$ cat src/rtl/muldiv_hilo.sv
// muldiv_hilo: MIPS-style HI/LO multiply/divide unit.
//   Signed and unsigned 32x32 multiply (shift-add) and divide (restoring),
//   one iteration per clock, 32 iterations followed by one sign-fix cycle.
//   Also implements MTHI/MTLO, which write HI/LO directly from operand a.
//
// Ports:
//   clk        in   rising-edge clock
//   reset_n    in   asynchronous active-low reset
//   start      in   request strobe, sampled on the rising edge
//   func       in   [5:0] MIPS funct code selecting the operation
//   a          in   [31:0] rs operand (multiplicand / dividend / move source)
//   b          in   [31:0] rt operand (multiplier / divisor)
//   busy       out  high while an iterative operation is in progress
//   done       out  one-cycle pulse on commit or on divide-by-zero flagging
//   hi, lo     out  [31:0] architectural HI/LO registers
//   div_zero   out  sticky: the last accepted DIV/DIVU had b == 0
//   fsm_state  out  [1:0] current FSM state (0 IDLE, 1 MUL, 2 DIV, 3 FIX)
//
// Handshake: a request is taken when start is high on a rising edge while
// busy is low (state IDLE); any start seen while busy is high is dropped
// without side effects. Completion is signalled by the one-cycle done pulse,
// which coincides with the first IDLE cycle, so a new start may be issued in
// the same cycle that done is high.

module muldiv_hilo (
   input  logic        clk,
   input  logic        reset_n,
   input  logic        start,
   input  logic [5:0]  func,
   input  logic [31:0] a,
   input  logic [31:0] b,
   output logic        busy,
   output logic        done,
   output logic [31:0] hi,
   output logic [31:0] lo,
   output logic        div_zero,
   output logic [1:0]  fsm_state
);

   localparam logic [5:0] F_MULT  = 6'b011000;
   localparam logic [5:0] F_MULTU = 6'b011001;
   localparam logic [5:0] F_DIV   = 6'b011010;
   localparam logic [5:0] F_DIVU  = 6'b011011;
   localparam logic [5:0] F_MTHI  = 6'b010001;
   localparam logic [5:0] F_MTLO  = 6'b010011;

   typedef enum logic [1:0] {
      S_IDLE = 2'd0,
      S_MUL  = 2'd1,
      S_DIV  = 2'd2,
      S_FIX  = 2'd3
   } state_t;

   state_t      state, state_nxt;

   // acc holds {partial product, remaining multiplier} for MUL and
   // {partial remainder, dividend-shifting-into-quotient} for DIV.
   logic [63:0] acc;
   logic [31:0] opnd;      // multiplicand or divisor magnitude
   logic [4:0]  cnt;
   logic        is_div;
   logic        neg_lo;    // negate product / quotient at FIX
   logic        neg_hi;    // negate product / remainder at FIX
   logic        dz_pend;   // divide-by-zero: done pulses one cycle later

   logic        op_mul, op_div, op_signed;
   logic [31:0] mag_a, mag_b;
   logic [32:0] mul_sum;
   logic [32:0] rem_sh, div_diff;
   logic [63:0] prod_fix;
   logic [31:0] q_fix, r_fix;

   // Operand decode and magnitude conversion
   always_comb begin
      op_mul    = (func == F_MULT) || (func == F_MULTU);
      op_div    = (func == F_DIV)  || (func == F_DIVU);
      op_signed = (func == F_MULT) || (func == F_DIV);
      mag_a     = (op_signed && a[31]) ? -a : a;
      mag_b     = (op_signed && b[31]) ? -b : b;
   end

   // One iteration step for each algorithm plus the final sign fix
   always_comb begin
      mul_sum  = {1'b0, acc[63:32]} + (acc[0] ? {1'b0, opnd} : 33'd0);
      rem_sh   = {acc[63:32], acc[31]};
      // bit 32 set means the trial subtraction went negative: restore
      div_diff = rem_sh - {1'b0, opnd};
      prod_fix = neg_hi ? -acc : acc;
      q_fix    = neg_lo ? -acc[31:0]  : acc[31:0];
      r_fix    = neg_hi ? -acc[63:32] : acc[63:32];
   end

   // State register
   always_ff @(posedge clk or negedge reset_n) begin
      if (!reset_n) state <= S_IDLE;
      else          state <= state_nxt;
   end

   // Next-state logic
   always_comb begin
      state_nxt = state;
      case (state)
         S_IDLE: begin
            if (start && op_mul)                    state_nxt = S_MUL;
            else if (start && op_div && (b != '0))  state_nxt = S_DIV;
         end
         S_MUL, S_DIV: if (cnt == 5'd31) state_nxt = S_FIX;
         S_FIX:        state_nxt = S_IDLE;
         default:      state_nxt = S_IDLE;
      endcase
   end

   // FSM outputs
   always_comb begin
      busy      = (state != S_IDLE);
      fsm_state = state;
   end

   // Datapath and architectural registers
   always_ff @(posedge clk or negedge reset_n) begin
      if (!reset_n) begin
         acc      <= '0;
         opnd     <= '0;
         cnt      <= '0;
         is_div   <= 1'b0;
         neg_lo   <= 1'b0;
         neg_hi   <= 1'b0;
         dz_pend  <= 1'b0;
         done     <= 1'b0;
         hi       <= '0;
         lo       <= '0;
         div_zero <= 1'b0;
      end else begin
         done    <= dz_pend;
         dz_pend <= 1'b0;
         case (state)
            S_IDLE: begin
               if (start) begin
                  case (func)
                     F_MTHI: begin
                        hi       <= a;
                        div_zero <= 1'b0;
                     end
                     F_MTLO: begin
                        lo       <= a;
                        div_zero <= 1'b0;
                     end
                     F_MULT, F_MULTU: begin
                        acc      <= {32'd0, mag_b};
                        opnd     <= mag_a;
                        neg_hi   <= op_signed && (a[31] ^ b[31]);
                        neg_lo   <= op_signed && (a[31] ^ b[31]);
                        is_div   <= 1'b0;
                        cnt      <= '0;
                        div_zero <= 1'b0;
                     end
                     F_DIV, F_DIVU: begin
                        if (b == '0) begin
                           div_zero <= 1'b1;
                           dz_pend  <= 1'b1;
                        end else begin
                           acc      <= {32'd0, mag_a};
                           opnd     <= mag_b;
                           neg_lo   <= op_signed && (a[31] ^ b[31]);
                           neg_hi   <= op_signed && a[31];
                           is_div   <= 1'b1;
                           cnt      <= '0;
                           div_zero <= 1'b0;
                        end
                     end
                     default: ;
                  endcase
               end
            end
            S_MUL: begin
               acc <= {mul_sum, acc[31:1]};
               cnt <= cnt + 5'd1;
            end
            S_DIV: begin
               if (!div_diff[32]) acc <= {div_diff[31:0], acc[30:0], 1'b1};
               else               acc <= {rem_sh[31:0],   acc[30:0], 1'b0};
               cnt <= cnt + 5'd1;
            end
            S_FIX: begin
               if (is_div) begin
                  lo <= q_fix;
                  hi <= r_fix;
               end else begin
                  hi <= prod_fix[63:32];
                  lo <= prod_fix[31:0];
               end
               done <= 1'b1;
            end
            default: ;
         endcase
      end
   end

endmodule

$ cat config.mk
export PLATFORM = sky130hd
export DESIGN_NAME = muldiv_hilo
export DESIGN_NICKNAME = d
export VERILOG_FILES = /design/src/rtl/muldiv_hilo.sv
export SDC_FILE = /design/constraint.sdc
export NUM_CORES = 1
export LEC_CHECK = 0
export BUFFER_PORTS_ARGS = -buffer_cell sky130_fd_sc_hd__clkbuf_2
export CAP_MARGIN = 25
export CORE_MARGIN = 2
export CORE_UTILIZATION = 35
export DETAILED_ROUTE_END_ITERATION = 7
export PLACE_DENSITY_LB_ADDON = 0.25
export SLEW_MARGIN = 20
export SYNTH_ARGS = -nofsm -noshare
export SYNTH_HDL_FRONTEND = slang
export SYNTH_SLANG_ARGS = --single-unit
$ cat constraint.sdc
create_clock -name clk -period 4.05 [get_ports clk]
set_clock_uncertainty 0.15 [all_clocks]
set_input_delay 0.81 -clock clk [delete_from_list [all_inputs] [get_ports clk]]
set_output_delay 0.81 -clock clk [all_outputs]
set_load 0.005 [all_outputs]
; ---- After elaboration in Yosys (flattened, before gate mapping)
; Cells that the tools add are included.
[op_classes]
add_sub_neg = 8
eq_ne = 18
n_mux = 41
bitwise_logic = 1
reduce_logical = 29
[op_table]
columns = cell, n
row1 = two-way mux 32 bit, 12
row2 = two-way mux 64 bit, 4
row3 = case mux 32 bit (2 select lines), 3
row4 = case mux 64 bit (3 select lines), 1
row5 = negator 32 bit, 4
row6 = case mux 64 bit (2 select lines), 1
row7 = negator 64 bit, 1
row8 = == test 6 x 5 -> 1 bit (second input constant), 6
row9 = adder 32 x 32 -> 33 bit, 1
row10 = subtractor 33 x 32 -> 33 bit, 1
row11 = zero test 32 bit, 1
row12 = nonzero test 32 bit, 1
row13 = case mux 5 bit (2 select lines), 2
row14 = AND reduction 4 bit, 3
row15 = two-way mux 5 bit, 2
row16 = nonzero test 2 bit, 5
row17 = AND reduction 3 bit, 3
row18 = two-way mux 1 bit, 8
row19 = case mux 1 bit (2 select lines), 4
row20 = logical AND 1 bit, 6
row21 = two-way mux 2 bit, 3
row22 = inequality test 2 x 1 -> 1 bit (second input constant), 3
row23 = inequality test 3 bit (second input constant), 2
row24 = case mux 2 bit (3 select lines), 1
row25 = other kinds (13), 19
[word_totals]
register_bits = 173
output_inout_bits = 69

; ---- Longest topological paths before layout
[logic_depth]
word_depth = 8
ltp_mapped = 14
ltp_nobuf = 12

; ---- Least setup slack after synthesis
; OpenSTA, ideal clock, no wires.
[synth_path]
kind = input-to-reg
from = input port b[0]
to = register acc[62]
arrival_ps = 3268
setup_slack_ps = 495
cell_stages = 12
n_path_buf = 2
path_cell_list = inv_1 -> ha_1 -> or4b_2 -> nor4_2 -> nand2_1 -> o41ai_2 -> a21o_1 -> buf_2 -> buf_4 -> nor3_1 -> a211oi_1 -> o211ai_1
[synth_via]
elab_chain_len = 3
[synth_rtl]
columns = item, line_no
row1 = from (decl), 31  ; input logic [31:0] b,
row2 = zero test 32 bit, 158  ; if (b == '0) begin
row3 = inequality test 3 bit (no source line), --
row4 = AND reduction 4 bit (no source line), --
row5 = to (signal assigned), 162  ; acc <= {32'd0, mag_a};
row6 = to (signal assigned), 176  ; acc <= {mul_sum, acc[31:1]};
row7 = to (signal assigned), 180  ; if (!div_diff[32]) acc <= {div_diff[31:0], acc[30:0], 1'b1};
row8 = to (decl), 58  ; logic [63:0] acc;
; Every way passes these cells.
; A chain may end at the register's enable or synchronous reset.

; ---- Worst setup path in the final report
[layout_path]
from = register acc[0]
to = register acc[61]
[layout_via]
elab_chain_len = 3
[layout_rtl]
columns = item, line_no
row1 = from (signal assigned), 149  ; acc <= {32'd0, mag_b};
row2 = from (signal assigned), 162
row3 = from (signal assigned), 176
row4 = two-way mux 32 bit, 84  ; mul_sum = {1'b0, acc[63:32]} + (acc[0] ? {1'b0, opnd} : 33'd0);
row5 = adder 32 x 32 -> 33 bit, 84
row6 = case mux 64 bit (3 select lines), 136  ; case (state)
; Every way passes these cells.

==> impl_metrics.json <==
{
  "io_buffer_count": 141,
  "dp_hpwl_mm": 46.1,
  "syn_inst": 1984,
  "synth-warning-count": 0,
  "fp.dieH_um": 214,
  "drt-initial-drc-count": 1547,
  "slew_viol_final": 0,
  "async_reset_ff_frac": 1.00,
  "routed.top_layer": "met5",
  "rsz0062_at_grt": "false",
  "synth_edf_count": 0,
  "worst_ep_required_time_ns": 4.23,
  "dieArea_sq_um": 45700,
  "finalCritPeriodShare": 0.970,
  "coreArea_sq_um": 43300,
  "relSlewSlack": 0.445,
  "cts_tree": "yes",
  "cp_max_fo": 5,
  "initial_core_util": 0.356,
  "rows": 76,
  "max_stage_delay_ns": 0.47,
  "clk_path_buf_depth": 2,
  "routed-via-count": 15400,
  "r2r_end": "acc[61]",
  "hold_class": "in2async",
  "cts-root-buf": "clkbuf_16",
  "reg2reg_setup_slack_ns": 0.12,
  "path_cells": "buf_4 > and2_1 > ha_1 > fa_1 > a21oi_1 > o21ai_0 > a221o_1 > a311o_1 > nand4b_1 > a31oi_1 > or3_1 > a32oi_1 > o211ai_1",
  "wirelength_mm": 58.2,
  "cp-end-kind": "register",
  "fin_nets": 2250,
  "cts_num_sinks": 173,
  "arrival_ns": 4.10,
  "outcome": "completed",
  "worst-path-buf-inv": 1,
  "fin_setup_tns_ns": 0,
  "crit_family": "compound AO/OA/AOI/OAI gates",
  "firstDrtPassIters": 5,
  "wl_per_cell_um": 21.6,
  "final_cells": 2699,
  "synth-seq-cells": 173,
  "first_global_vias": 14400,
  "grt_max_degree": 85,
  "ir_drop_mv": 0.384,
  "wl_met2_mm": 24.9,
  "post-cts-setup-buffers": 0,
  "clk_latency_ns": 0.46,
  "max_slew.worst_pin.slew_ns": 0.825,
  "syn2layout_area_growth_pct": 14.7,
  "met1_length_mm": 26.7,
  "ys_types": 83,
  "grt.total_usage": 0.254,
  "startpoint_type": "register",
  "design.portCount": 142,
  "synthesis.area_sq_um": 15400,
  "die-width_um": 214,
  "multi_input_area_sq_um": 10200,
  "reg2regPathDepth": 13,
  "worstSetupPathType": "reg2reg",
  "clk_pin_slew_ns": 0.08,
  "ant_nets": 0,
  "cts_buffers": 17,
  "final_area_sq_um": 17700,
  "fill_cells": 4467,
  "placed_cells": 2666,
  "antenna_found_initial": 4,
  "syn_nets": 2133,
  "power.leakage_nw": 7.99,
  "cts_hold_buf": 0,
  "grt_overflow": 0,
  "viasPerCell": 5.72,
  "seqCellArea_sq_um": 4330,
  "postPlaceCellArea_sq_um": 17100,
  "crit_slowest_cell": "a221o_1",
  "synth_top_flop_cell": "dfrtp_1",
  "drc": 0,
  "gp_congestion": 0.947,
  "fmax_mhz": 255,
  "period_needed_ns": 3.93,
  "cap_violations": 0,
  "htree_levels": 4,
  "met3_length_mm": 4.33,
  "n_antenna_cell": 0,
  "yosysSeqAreaShare": 0.281,
  "hold_viol": 0,
  "drive_gt1_frac": 0.150,
  "r2r_start": "acc[0]",
  "setup_viol_count_final": 0,
  "pwr_density_cell_nw_per_um2": 783,
  "grt_pass1_wl_mm": 87.4,
  "synth_area_per_cell_sq_um": 7.77
}
-- synthesized netlist by cell type, drive strengths merged (4+ instances only) --
cell	number	share of area
nand2	243	0.059
ha	74	0.060
a22o	4	0.0023
or3	15	0.0064
o221ai	4	0.0023
clkbuf	99	0.026
nor4	20	0.011
a21oi	142	0.046
a21boi	4	0.0019
buf	37	0.014
a21o	55	0.027
nor2	182	0.044
inv	66	0.016
nand2b	11	0.0045
o41ai	20	0.014
or2	7	0.0030
a22oi	45	0.022
and2	12	0.0050
nor2b	17	0.0069
o31ai	26	0.013
o211ai	16	0.0078
o22ai	8	0.0032
mux2i	55	0.036
nand4	15	0.0061
nand3	44	0.014
or4	14	0.0071
a211oi	34	0.017
a31oi	9	0.0037
or4b	4	0.0026
o21bai	11	0.0054
dfrtp	173	0.28
xnor2	83	0.047
nand3b	5	0.0024
mux2	11	0.0080
o21ai	248	0.081
and3	12	0.0050
nor3	18	0.0058
o21a	10	0.0049
xor2	84	0.048
-- power by group --
part | internal, mW | switching, mW
Clock | 0.877 | 0.802
Combinational | 3.45 | 5.46
Sequential | 2.49 | 0.755
Total | 6.81 | 7.02
-- repair_timing --
| item | 4_1_cts | 5_1_grt |
|---|---|---|
| gates resized for setup | 0 | 2 |
| hold endpoints to repair | 0 | 0 |
| setup endpoints to repair | 0 | 1 |
-- placed cells by master, fill, tap and decap left out, types with 5 or more instances in the layout --
cell type,netlist,final
a211oi_1,34,34
a21o_1,55,54
a21oi_1,142,141
a22oi_1,45,45
a31oi_1,9,9
and2_1,11,11
and3_1,11,11
buf_12,0,9
buf_4,8,86
clkbuf_16,1,17
clkbuf_2,2,140
dfrtp_1,173,173
ha_1,74,72
inv_1,66,65
mux2_2,11,11
mux2i_1,55,55
nand2_1,243,242
nand2b_1,11,11
nand3_1,44,44
nand3b_1,5,5
nand4_1,15,15
nor2_1,182,182
nor2b_1,17,17
nor3_1,18,18
nor4_1,15,15
o211ai_1,16,16
o21a_1,10,8
o21ai_0,242,242
o21ai_1,6,6
o21bai_1,11,11
o22ai_1,8,7
o31ai_1,26,26
o41ai_1,16,16
or2_2,5,6
or3_1,14,14
or4_1,13,13
xnor2_1,83,83
xor2_1,84,84
-- metrics by stage --
stage | power [mW] | setup slack, ns | utilization | hold slack (ns)
2_1_floorplan | 9.13 | 0.495 | - | 0.260
3_3_place_gp | 11.8 | 0.124 | 0.394 | 0.284
3_5_place_dp | 12.0 | 0.117 | 0.394 | 0.283
4_1_cts | 13.7 | 0.210 | 0.408 | 0.231
5_1_grt | 14.9 | 0.0398 | 0.408 | 0.258
6_report | 13.8 | 0.123 | 0.408 | 0.203
-- per-layer routing --
metal  up-vias  track usage
met5         -            0
met2       611        0.385
met4         8        0.105
met3        85       0.0416
li1       7349            -
met1      7386        0.359
-- how the worst max path moves through the flow --
stage,from,end,depth (start not counted)
global route,acc[31],acc[55],13
finish,acc[0],acc[61],13
detailed placement,b[1],acc[62],12
global placement,b[0],opnd[26],11
CTS,acc[0],acc[62],13
floorplan,b[0],acc[62],12
-- state kept, by name, indices dropped and copies added (netlist names) --
register   cells
done           1
neg_lo         1
cnt            5
fsm_state      2
neg_hi         1
hi            32
acc           64
is_div         1
lo            32
opnd          32
div_zero       1
dz_pend        1
-- layout make-up --
class	instances	share of cell area
Sequential cell	173	0.245
Multi-Input combinational cell	1607	0.580
Tap cell	585	0.0414
Inverter	66	0.0142
Clock inverter	14	0.00758
Clock buffer	18	0.0249
Timing Repair Buffer	236	0.0870
-- cell families after synthesis --
group           count (synthesis)  share of synthesized area
compound gates                667                      0.269
simple gates                  631                      0.191
buf+inv                       204                     0.0574
flops                         173                      0.281
xor+xnor                      167                     0.0949
fa+ha+maj                      76                     0.0627
mux                            66                     0.0438
(Power assumes the default switching activity.)
